==> src/rtl/camera_capture_if.sv <==
// Byte-stream input and packed-word output bundle between the BT.656 decoder
// and camera_capture; master drives bytes, slave returns words and timing flags.
interface camera_capture_if;
    logic [7:0]  din;
    logic        din_valid;
    logic [31:0] data_out;
    logic        pixel_done;
    logic        frame_done;
    logic        field;
    logic [9:0]  line_count;

    modport master (
        output din,
        output din_valid,
        input  data_out,
        input  pixel_done,
        input  frame_done,
        input  field,
        input  line_count
    );

    modport slave (
        input  din,
        input  din_valid,
        output data_out,
        output pixel_done,
        output frame_done,
        output field,
        output line_count
    );
endinterface

==> src/rtl/camera_capture.sv <==
// BT.656 front end: locks onto SAV/EAV codes, packs active video into
// {Cb,Y0,Cr,Y1} words and reports line/frame progress.
module camera_capture #(
    parameter int PAIRS_PER_LINE = 360,
    parameter bit CHECK_PROT     = 1'b1
) (
    input  logic              clk,
    input  logic              reset,
    camera_capture_if.slave   bus
);

    localparam int PW = $clog2(PAIRS_PER_LINE + 1);
    localparam logic [PW-1:0] PAIR_MAX = PW'(PAIRS_PER_LINE);

    typedef enum logic [2:0] {
        SEARCH,
        SYNC1,
        SYNC2,
        XY,
        ACTIVE,
        BLANK
    } state_t;

    state_t        state_q, state_d;
    logic [1:0]    byte_idx_q, byte_idx_d;
    logic [PW-1:0] pair_cnt_q, pair_cnt_d;
    logic [23:0]   pack_q, pack_d;
    logic [31:0]   data_out_q, data_out_d;
    logic          pixel_done_q, pixel_done_d;
    logic          frame_done_q, frame_done_d;
    logic          field_q, field_d;
    logic [9:0]    line_count_q, line_count_d;
    logic          prev_v_q, prev_v_d;
    logic          from_active_q, from_active_d;

    logic       code_f, code_v, code_h;
    logic [3:0] exp_prot;
    logic       code_ok;

    assign code_f   = bus.din[6];
    assign code_v   = bus.din[5];
    assign code_h   = bus.din[4];
    assign exp_prot = {code_v ^ code_h, code_f ^ code_h, code_f ^ code_v, code_f ^ code_v ^ code_h};
    assign code_ok  = bus.din[7] && (!CHECK_PROT || (bus.din[3:0] == exp_prot));

    always_comb begin
        state_d       = state_q;
        byte_idx_d    = byte_idx_q;
        pair_cnt_d    = pair_cnt_q;
        pack_d        = pack_q;
        data_out_d    = data_out_q;
        pixel_done_d  = 1'b0;
        frame_done_d  = 1'b0;
        field_d       = field_q;
        line_count_d  = line_count_q;
        prev_v_d      = prev_v_q;
        from_active_d = from_active_q;

        if (bus.din_valid) begin
            case (state_q)
                SEARCH, BLANK: begin
                    if (bus.din == 8'hFF) begin
                        state_d       = SYNC1;
                        from_active_d = 1'b0;
                    end
                end
                SYNC1: state_d = (bus.din == 8'h00) ? SYNC2 : SEARCH;
                SYNC2: state_d = (bus.din == 8'h00) ? XY : SEARCH;
                XY: begin
                    if (!code_ok) begin
                        state_d = SEARCH;
                    end else begin
                        field_d  = code_f;
                        prev_v_d = code_v;
                        if (!code_h && !code_v) begin
                            state_d    = ACTIVE;
                            byte_idx_d = 2'd0;
                            pair_cnt_d = '0;
                        end else begin
                            state_d = BLANK;
                        end
                        if (code_h && from_active_q && (line_count_q != 10'd1023)) begin
                            line_count_d = line_count_q + 10'd1;
                        end
                        // End of a frame's active video: the clear overrides the EAV increment.
                        if (code_v && !prev_v_q && code_f) begin
                            frame_done_d = 1'b1;
                            line_count_d = 10'd0;
                        end
                    end
                end
                ACTIVE: begin
                    if (bus.din == 8'hFF) begin
                        state_d       = SYNC1;
                        from_active_d = 1'b1;
                        byte_idx_d    = 2'd0;
                    end else if (pair_cnt_q < PAIR_MAX) begin
                        pack_d     = {pack_q[15:0], bus.din};
                        byte_idx_d = byte_idx_q + 2'd1;
                        if (byte_idx_q == 2'd3) begin
                            data_out_d   = {pack_q, bus.din};
                            pixel_done_d = 1'b1;
                            pair_cnt_d   = pair_cnt_q + PW'(1);
                        end
                    end
                end
                default: state_d = SEARCH;
            endcase
        end
    end

    always_ff @(posedge clk or negedge reset) begin
        if (!reset) begin
            state_q       <= SEARCH;
            byte_idx_q    <= 2'd0;
            pair_cnt_q    <= '0;
            pack_q        <= 24'd0;
            data_out_q    <= 32'd0;
            pixel_done_q  <= 1'b0;
            frame_done_q  <= 1'b0;
            field_q       <= 1'b0;
            line_count_q  <= 10'd0;
            prev_v_q      <= 1'b0;
            from_active_q <= 1'b0;
        end else begin
            state_q       <= state_d;
            byte_idx_q    <= byte_idx_d;
            pair_cnt_q    <= pair_cnt_d;
            pack_q        <= pack_d;
            data_out_q    <= data_out_d;
            pixel_done_q  <= pixel_done_d;
            frame_done_q  <= frame_done_d;
            field_q       <= field_d;
            line_count_q  <= line_count_d;
            prev_v_q      <= prev_v_d;
            from_active_q <= from_active_d;
        end
    end

    assign bus.data_out   = data_out_q;
    assign bus.pixel_done = pixel_done_q;
    assign bus.frame_done = frame_done_q;
    assign bus.field      = field_q;
    assign bus.line_count = line_count_q;

endmodule

==> src/flat_wrapper.sv <==
// flat-port wrapper written by rule: the top's interface ports become plain ports
module camera_capture_flat 
#(
    parameter int PAIRS_PER_LINE = 360,
    parameter bit CHECK_PROT     = 1'b1
)
  (clk, reset, bus_din, bus_din_valid, bus_data_out, bus_pixel_done, bus_frame_done, bus_field, bus_line_count);
  camera_capture_if bus_i ();
  input  logic clk;
  input  logic reset;
  input wire logic [$bits(bus_i.din)-1:0] bus_din;
  input wire logic [$bits(bus_i.din_valid)-1:0] bus_din_valid;
  output wire logic [$bits(bus_i.data_out)-1:0] bus_data_out;
  output wire logic [$bits(bus_i.pixel_done)-1:0] bus_pixel_done;
  output wire logic [$bits(bus_i.frame_done)-1:0] bus_frame_done;
  output wire logic [$bits(bus_i.field)-1:0] bus_field;
  output wire logic [$bits(bus_i.line_count)-1:0] bus_line_count;
  assign bus_i.din = bus_din;
  assign bus_i.din_valid = bus_din_valid;
  assign bus_data_out = bus_i.data_out;
  assign bus_pixel_done = bus_i.pixel_done;
  assign bus_frame_done = bus_i.frame_done;
  assign bus_field = bus_i.field;
  assign bus_line_count = bus_i.line_count;
  camera_capture #(.PAIRS_PER_LINE(PAIRS_PER_LINE), .CHECK_PROT(CHECK_PROT)) u_core (.clk(clk), .reset(reset), .bus(bus_i));
endmodule
==> config.mk <==
export PLATFORM = sky130hd
export DESIGN_NAME = camera_capture_flat
export DESIGN_NICKNAME = d
export VERILOG_FILES = /design/src/rtl/camera_capture_if.sv /design/src/rtl/camera_capture.sv /design/src/flat_wrapper.sv
export SDC_FILE = /design/constraint.sdc
export NUM_CORES = 1
export LEC_CHECK = 0
export ABC_AREA = 1
export CORE_MARGIN = 2
export CORE_UTILIZATION = 30
export CTS_BUF_LIST = sky130_fd_sc_hd__clkbuf_16
export CTS_CLUSTER_SIZE = 16
export DETAILED_ROUTE_END_ITERATION = 16
export PLACE_DENSITY = 0.61
export SLEW_MARGIN = 40
export SYNTH_ARGS = -nofsm -noshare
export SYNTH_HDL_FRONTEND = slang
export SYNTH_SLANG_ARGS = --single-unit
==> constraint.sdc <==
create_clock -name clk -period 1.8 [get_ports clk]
set_clock_uncertainty 0.05 [all_clocks]
set_input_delay 0.54 -clock clk [delete_from_list [all_inputs] [get_ports clk]]
set_output_delay 0.54 -clock clk [all_outputs]
set_load 0.02 [all_outputs]
## Word level (Yosys, flattened, before mapping)

Index checks and enable logic that the tools add are counted.

| word-level totals | value |
|---|---|
| flip-flop bits (word level) | 85 |
| input bits | 11 |
| output and inout bits | 45 |
| logic and storage cells | 93 |

| cells by class | value |
|---|---|
| $add $sub $neg | 3 |
| $lt $le $gt $ge | 1 |
| equal/unequal tests | 18 |
| mux-type cells | 31 |
| bitwise operators | 5 |
| reduce and logical (&&, ||, !) cells | 24 |

Operators with widths:

| cell | count |
|---|---|
| 9-bit 2-to-1 mux | 5 |
| 10-bit 2-to-1 mux | 2 |
| 9-bit case mux with 2 select lines | 1 |
| 2-bit by 1-bit inequality test with 1-bit output (second input constant) | 7 |
| 1-bit 2-to-1 mux | 12 |
| 2-bit 2-to-1 mux | 6 |
| 3-bit case mux with 4 select lines | 1 |
| 4-bit AND reduction | 3 |
| 10-bit by 1-bit adder with 10-bit output (second input constant) | 1 |
| 10-bit inequality test (second input constant) | 1 |
| 5-bit AND reduction | 2 |
| 9-bit by 1-bit adder with 9-bit output (second input constant) | 1 |
| 9-bit < comparator (second input constant) | 1 |
| 8-bit equality test (second input constant) | 1 |
| 8-bit zero test | 1 |
| 7-bit AND reduction | 1 |
| 3-bit by 2-bit equality test with 1-bit output (second input constant) | 2 |
| 3-bit equality test (second input constant) | 2 |
| 1-bit logical AND | 6 |
| 3-bit 2-to-1 mux | 2 |
| 2-bit nonzero test | 3 |
| 4-bit equality test | 1 |
| 2-bit case mux with 2 select lines | 1 |
| 1-bit bitwise XOR | 4 |
| other kinds (13) | 15 |

## Longest topological paths before layout

| logic depth | value |
|---|---|
| word-level depth | 7 |
| mapped depth | 13 |
| mapped depth without buffers | 13 |

## Worst setup path before layout

No wires, ideal clock.

| path | value |
|---|---|
| kind | input port to flip-flop |
| start point | in bus_din[4] |
| end point | reg u_core.line_count_q[0] (netlist: u_core.bus.line_count[0]) |
| library setup time | 0.118 ns |
| arrival time | 1.738 ns |
| required time | 1.632 ns |
| setup slack | -0.106 ns |
| cell stages on the path | 12 |
| buffers on the path | 0 |
| path through | inv_1 ha_1 nand2_1 inv_1 nor2_1 nand2_2 nor2_4 nand3_4 inv_2 nand2_4 nand2_1 nand2_1 |

| on the way | value |
|---|---|
| cells in the longest elaborated chain, start to end | 4 |
| elaborated cells between the ends (all ways) | 9 |
| those cells by class | 1 x eq/ne; 3 x bitwise; 5 x reduce/logical |

Ends and longest elaborated chain:

| element | RTL line | RTL |
|---|---|---|
| start, declared | flat_wrapper.sv:11 | `input wire logic [$bits(bus_i.din)-1:0] bus_din;` |
| 1-bit bitwise XOR or 1-bit logical AND (tied branches) | camera_capture.sv:43, camera_capture.sv:82 |  |
| 4-bit equality test or 1-bit logical AND (tied branches) | camera_capture.sv:44, camera_capture.sv:82 |  |
| 1-bit logical AND or 2-bit nonzero test (tied branches) | - |  |
| 4-bit AND reduction (no line) * | - |  |
| end signal, assigned | camera_capture.sv:134 | `line_count_q <= line_count_d;` |
| end, declared | camera_capture.sv:32 | `logic [9:0] line_count_q, line_count_d;` |

Mark *: on every way between the ends. The rest lies on a longest branch, timed or not.
A chain may end at the register's enable or synchronous reset.

## Worst setup path after layout

| path | value |
|---|---|
| start point | in bus_din[5] |
| end point | reg u_core.pair_cnt_q[8] |

| on the way | value |
|---|---|
| cells in the longest elaborated chain, start to end | 6 |
| elaborated cells between the ends (all ways) | 12 |
| those cells by class | 5 x eq/ne; 3 x bitwise; 4 x reduce/logical |

Ends and longest elaborated chain:

| element | RTL line | RTL |
|---|---|---|
| 1-bit bitwise XOR (2 in series) | camera_capture.sv:43 | `assign exp_prot = {code_v ^ code_h, code_f ^ code_h, code_f ^ code_v, code_f ^ code_v ^ code_h};` |
| 4-bit equality test | camera_capture.sv:44 | `assign code_ok = bus.din[7] && (!CHECK_PROT \|\| (bus.din[3:0] == exp_prot));` |
| 1-bit logical AND | camera_capture.sv:44 |  |
| 2-bit by 1-bit inequality test with 1-bit output (no line) | - |  |
| 7-bit AND reduction (no line) * | - |  |
| end signal, assigned | camera_capture.sv:128 | `pair_cnt_q <= pair_cnt_d;` |
| end, declared | camera_capture.sv:26 | `logic [PW-1:0] pair_cnt_q, pair_cnt_d;` |

Marked as above.

==> key figures <==
GRT
  • Number of global-route vias before repair: 3,326
  • Total Routing Usage GR: 0.138
  • Global-route wire length before repair: 16,100 microns
  • Initial antenna violation count: 0
  • Largest net degree at the start of global routing: 32
  • Gr ovfl total: 0

Flow run
  • Count of maximum capacitance violations: 0

Power
  • LEAKAGE: 2.80 nW
  • Power density over the cells: 738 nW/um^2
  • Max IR drop VDD: 0.405 mV

Setup path
  • Crit start category: primary input
  • R2r startpoint: u_core.bus.line_count[0]
  • CP Max Fanout: 5
  • Required time of the critical path: 1.98 ns
  • Worst setup EP type: register
  • Logic depth of the worst register-to-register path: 10
  • Register-to-register setup slack: 0.14 ns
  • Capture instance of the worst register-to-register path: u_core.bus.line_count[2]
  • Setup Crit Path Kind: primary input to register
  • Worst EP arrival: 1.92 ns

Synth
  • Post-Synthesis Cells: 492
  • Number of distinct library cells after synthesis: 27
  • Yosys warnings: 0
  • Syn avg cell area: 8.24 sq um
  • Syn Nets: 508
  • EDFF count, synth: 0
  • Share of flip-flops with an asynchronous set or reset: 1.00
  • Flip-flop cell with the highest count after synthesis: sky130_fd_sc_hd__dfrtp_1
  • Sequential fraction of the synthesis area: 0.524
  • Post-synth design cell area: 4060 sq um
  • Post-synthesis sequential element count: 85

Detailed routing
  • Number of remaining DRC errors: 0
  • Number of DRC violations after detailed-routing iteration 0: 220
  • Routed vias/inst: 4.54
  • Detailed Routing Iterations Pass 1: 4
  • Routed wire length: 9600 microns
  • Number of nets with antenna violations after detailed routing: 0
  • DR WL/cell: 12.5 microns
  • Total via count after detailed routing: 3,490

STA
  • Final worst slack: 0.0569 ns
  • Measured slew at the worst slew-check pin: 0.438 ns
  • Worst slew margin relative to its limit: 0.708
  • Final clock period utilization by the worst path: 0.968
  • Fin. max-slew vios: 0
  • Minimum clock period: 1.74 ns
  • Final hold vios: 0
  • Sum of negative setup slack: 0 ns
  • Final setup viols: 0
  • Highest achievable clock rate: 574 MHz

Layout
  • # nets final: 604
  • Area growth syn-to-layout: 35.3%
  • Antenna Cells: 0
  • Utilization after layout: 0.414
  • Fraction of final layout cells with drive strength greater than 1: 0.181

Placement
  • Final weighted congestion in routability-driven placement: 0.832
  • Worst setup slack after placement: -0.734 ns
  • HPWL after detailed placement: 6760 microns
  • I/O Buffers: 55

Floorplan
  • Die area: 14,500 sq um
  • Width of the die: 120 microns
  • Number of rows in the core area: 42
  • Io pins: 56
  • Placeable core region: 13,200 sq um
  • DIE HEIGHT: 120 microns
  • Initial core utilization: 0.306

Clocking
  • Register clock-pin slew on the reported worst setup and hold paths: 0.06 ns
  • Clock root buffer: sky130_fd_sc_hd__clkbuf_16
  • TritonCTS clock tree: built
  • CTS Sinks: 85
  • H-tree depth reported by CTS: 3
  • Insertion delay of the later-clocked pin in the worst-skew pair: 0.33 ns
  • Longest Clk Path Bufs: 2
  • Total clock buffers created by CTS: 9

Worst hold path
  • Type of the most critical hold path: primary input to async pin

Status
  • Run status: completed
==> worst max path at each step <==
stage	slack, ns	to	from
after floorplan	-0.11	u_core.bus.line_count[0]	bus_din[4]
after global placement	-0.65	u_core.bus.line_count[4]	bus_din[4]
after detailed placement	-0.73	u_core.bus.line_count[2]	bus_din[5]
after CTS	0.01	u_core.pair_cnt_q[6]	bus_din[1]
after global routing	-0.02	u_core.bus.line_count[1]	bus_din[3]
final	0.06	u_core.pair_cnt_q[8]	bus_din[5]
==> power by group <==
part | internal [mW] | switching, mW | total, mW
combinational | 0.117 | 0.185 | 0.302
sequential | 1.93 | 0.0193 | 1.95
clock | 1.07 | 0.738 | 1.80
total | 3.11 | 0.942 | 4.05
==> area by class of cell <==
type	count	area, sq um
timing repair buffer	96	881
clock inverter	6	63.8
inverter	46	180
clock buffer	9	225
sequential	85	2130
fill	1290	7750
multi-input combinational	350	1790
tap	176	220
==> metrics by stage <==
stage,power (mW),instances,instance area [sq um],hold slack (ns)
2_1_floorplan,2.11,492,4060,0.194
3_3_place_gp,2.25,747,5070,0.404
3_5_place_dp,2.26,747,5070,0.409
4_1_cts,4.09,767,5360,0.104
5_1_grt,4.23,768,5490,0.119
6_report,4.05,768,5490,0.0989
==> registers in the layout, indices dropped and copies added (netlist names) <==
name,cells
u_core.pack_q,24
u_core.prev_v_q,1
u_core.bus.pixel_done,1
u_core.from_active_q,1
u_core.state_q,3
u_core.byte_idx_q,2
u_core.bus.field,1
u_core.bus.data_out,32
u_core.bus.frame_done,1
u_core.bus.line_count,10
u_core.pair_cnt_q,9
==> kinds of logic after synthesis <==
kind of cell,synth area share
AO/OA/AOI/OAI,0.0771
AND/OR/NAND/NOR,0.287
buffers and inverters,0.0685
flip-flops,0.524
XOR/XNOR,0.0281
adder cells (fa/ha/maj),0.0154
==> layout by cell type (no fill, tap or decap), types with 2 or more instances in the layout <==
cell	count
sky130_fd_sc_hd__xnor2_1	6
sky130_fd_sc_hd__nor2_4	4
sky130_fd_sc_hd__xor2_1	7
sky130_fd_sc_hd__nand3_4	3
sky130_fd_sc_hd__nand3_2	4
sky130_fd_sc_hd__buf_6	5
sky130_fd_sc_hd__clkbuf_16	9
sky130_fd_sc_hd__nand2_1	164
sky130_fd_sc_hd__nand4_1	3
sky130_fd_sc_hd__a21oi_1	5
sky130_fd_sc_hd__nand3_1	22
sky130_fd_sc_hd__inv_2	4
sky130_fd_sc_hd__a21oi_4	2
sky130_fd_sc_hd__nand2_4	4
sky130_fd_sc_hd__dfrtp_1	84
sky130_fd_sc_hd__dlygate4sd2_1	49
sky130_fd_sc_hd__inv_1	39
sky130_fd_sc_hd__inv_4	3
sky130_fd_sc_hd__buf_12	6
sky130_fd_sc_hd__o21ai_1	32
sky130_fd_sc_hd__o21ai_0	22
sky130_fd_sc_hd__nor3_1	5
sky130_fd_sc_hd__ha_4	2
sky130_fd_sc_hd__buf_4	33
sky130_fd_sc_hd__nand2_2	19
sky130_fd_sc_hd__nor2_1	38
sky130_fd_sc_hd__ha_1	3
==> timing repair <==
action,in CTS,in global routing
setup buffers,4,0
pin swaps,10,13
setup endpoints to repair,130,61
hold endpoints to repair,0,0
gates resized for setup,67,38
hold buffers,0,0
cloned,1,1
==> per-layer routing <==
metal | wire (microns) | track usage
met1 | 4590 | 0.186
met2 | 4390 | 0.221
met3 | 470 | 0.0354
met4 | 148 | 0.0400
met5 | 0 | 0
==> worst max-delay path, stage by stage <==
cell and delay [ns]:
sky130_fd_sc_hd__buf_6 0.10, sky130_fd_sc_hd__buf_6 0.12, sky130_fd_sc_hd__ha_4 0.15, sky130_fd_sc_hd__nand2_2 0.06
sky130_fd_sc_hd__nor2_2 0.04, sky130_fd_sc_hd__nand2_2 0.10, sky130_fd_sc_hd__buf_6 0.11, sky130_fd_sc_hd__nand2_2 0.04
sky130_fd_sc_hd__nand2_2 0.07, sky130_fd_sc_hd__nand2_2 0.07, sky130_fd_sc_hd__nor2_4 0.20, sky130_fd_sc_hd__nand3_4 0.15
sky130_fd_sc_hd__nand2_2 0.10, sky130_fd_sc_hd__nand2_2 0.05
==> synth_stat cells (all sizes together) (5+ instances only) <==
cell   count  area share
buf       10       0.023
nand3     28       0.043
a21oi      7      0.0086
inv       45       0.042
dfrtp     85        0.52
ha         5       0.015
nor3       5      0.0062
xnor2      6       0.013
nor2      44       0.050
nand2    186        0.18
o21ai     54       0.067
xor2       7       0.015
No activity file was read; power rests on OpenSTA's default activity.
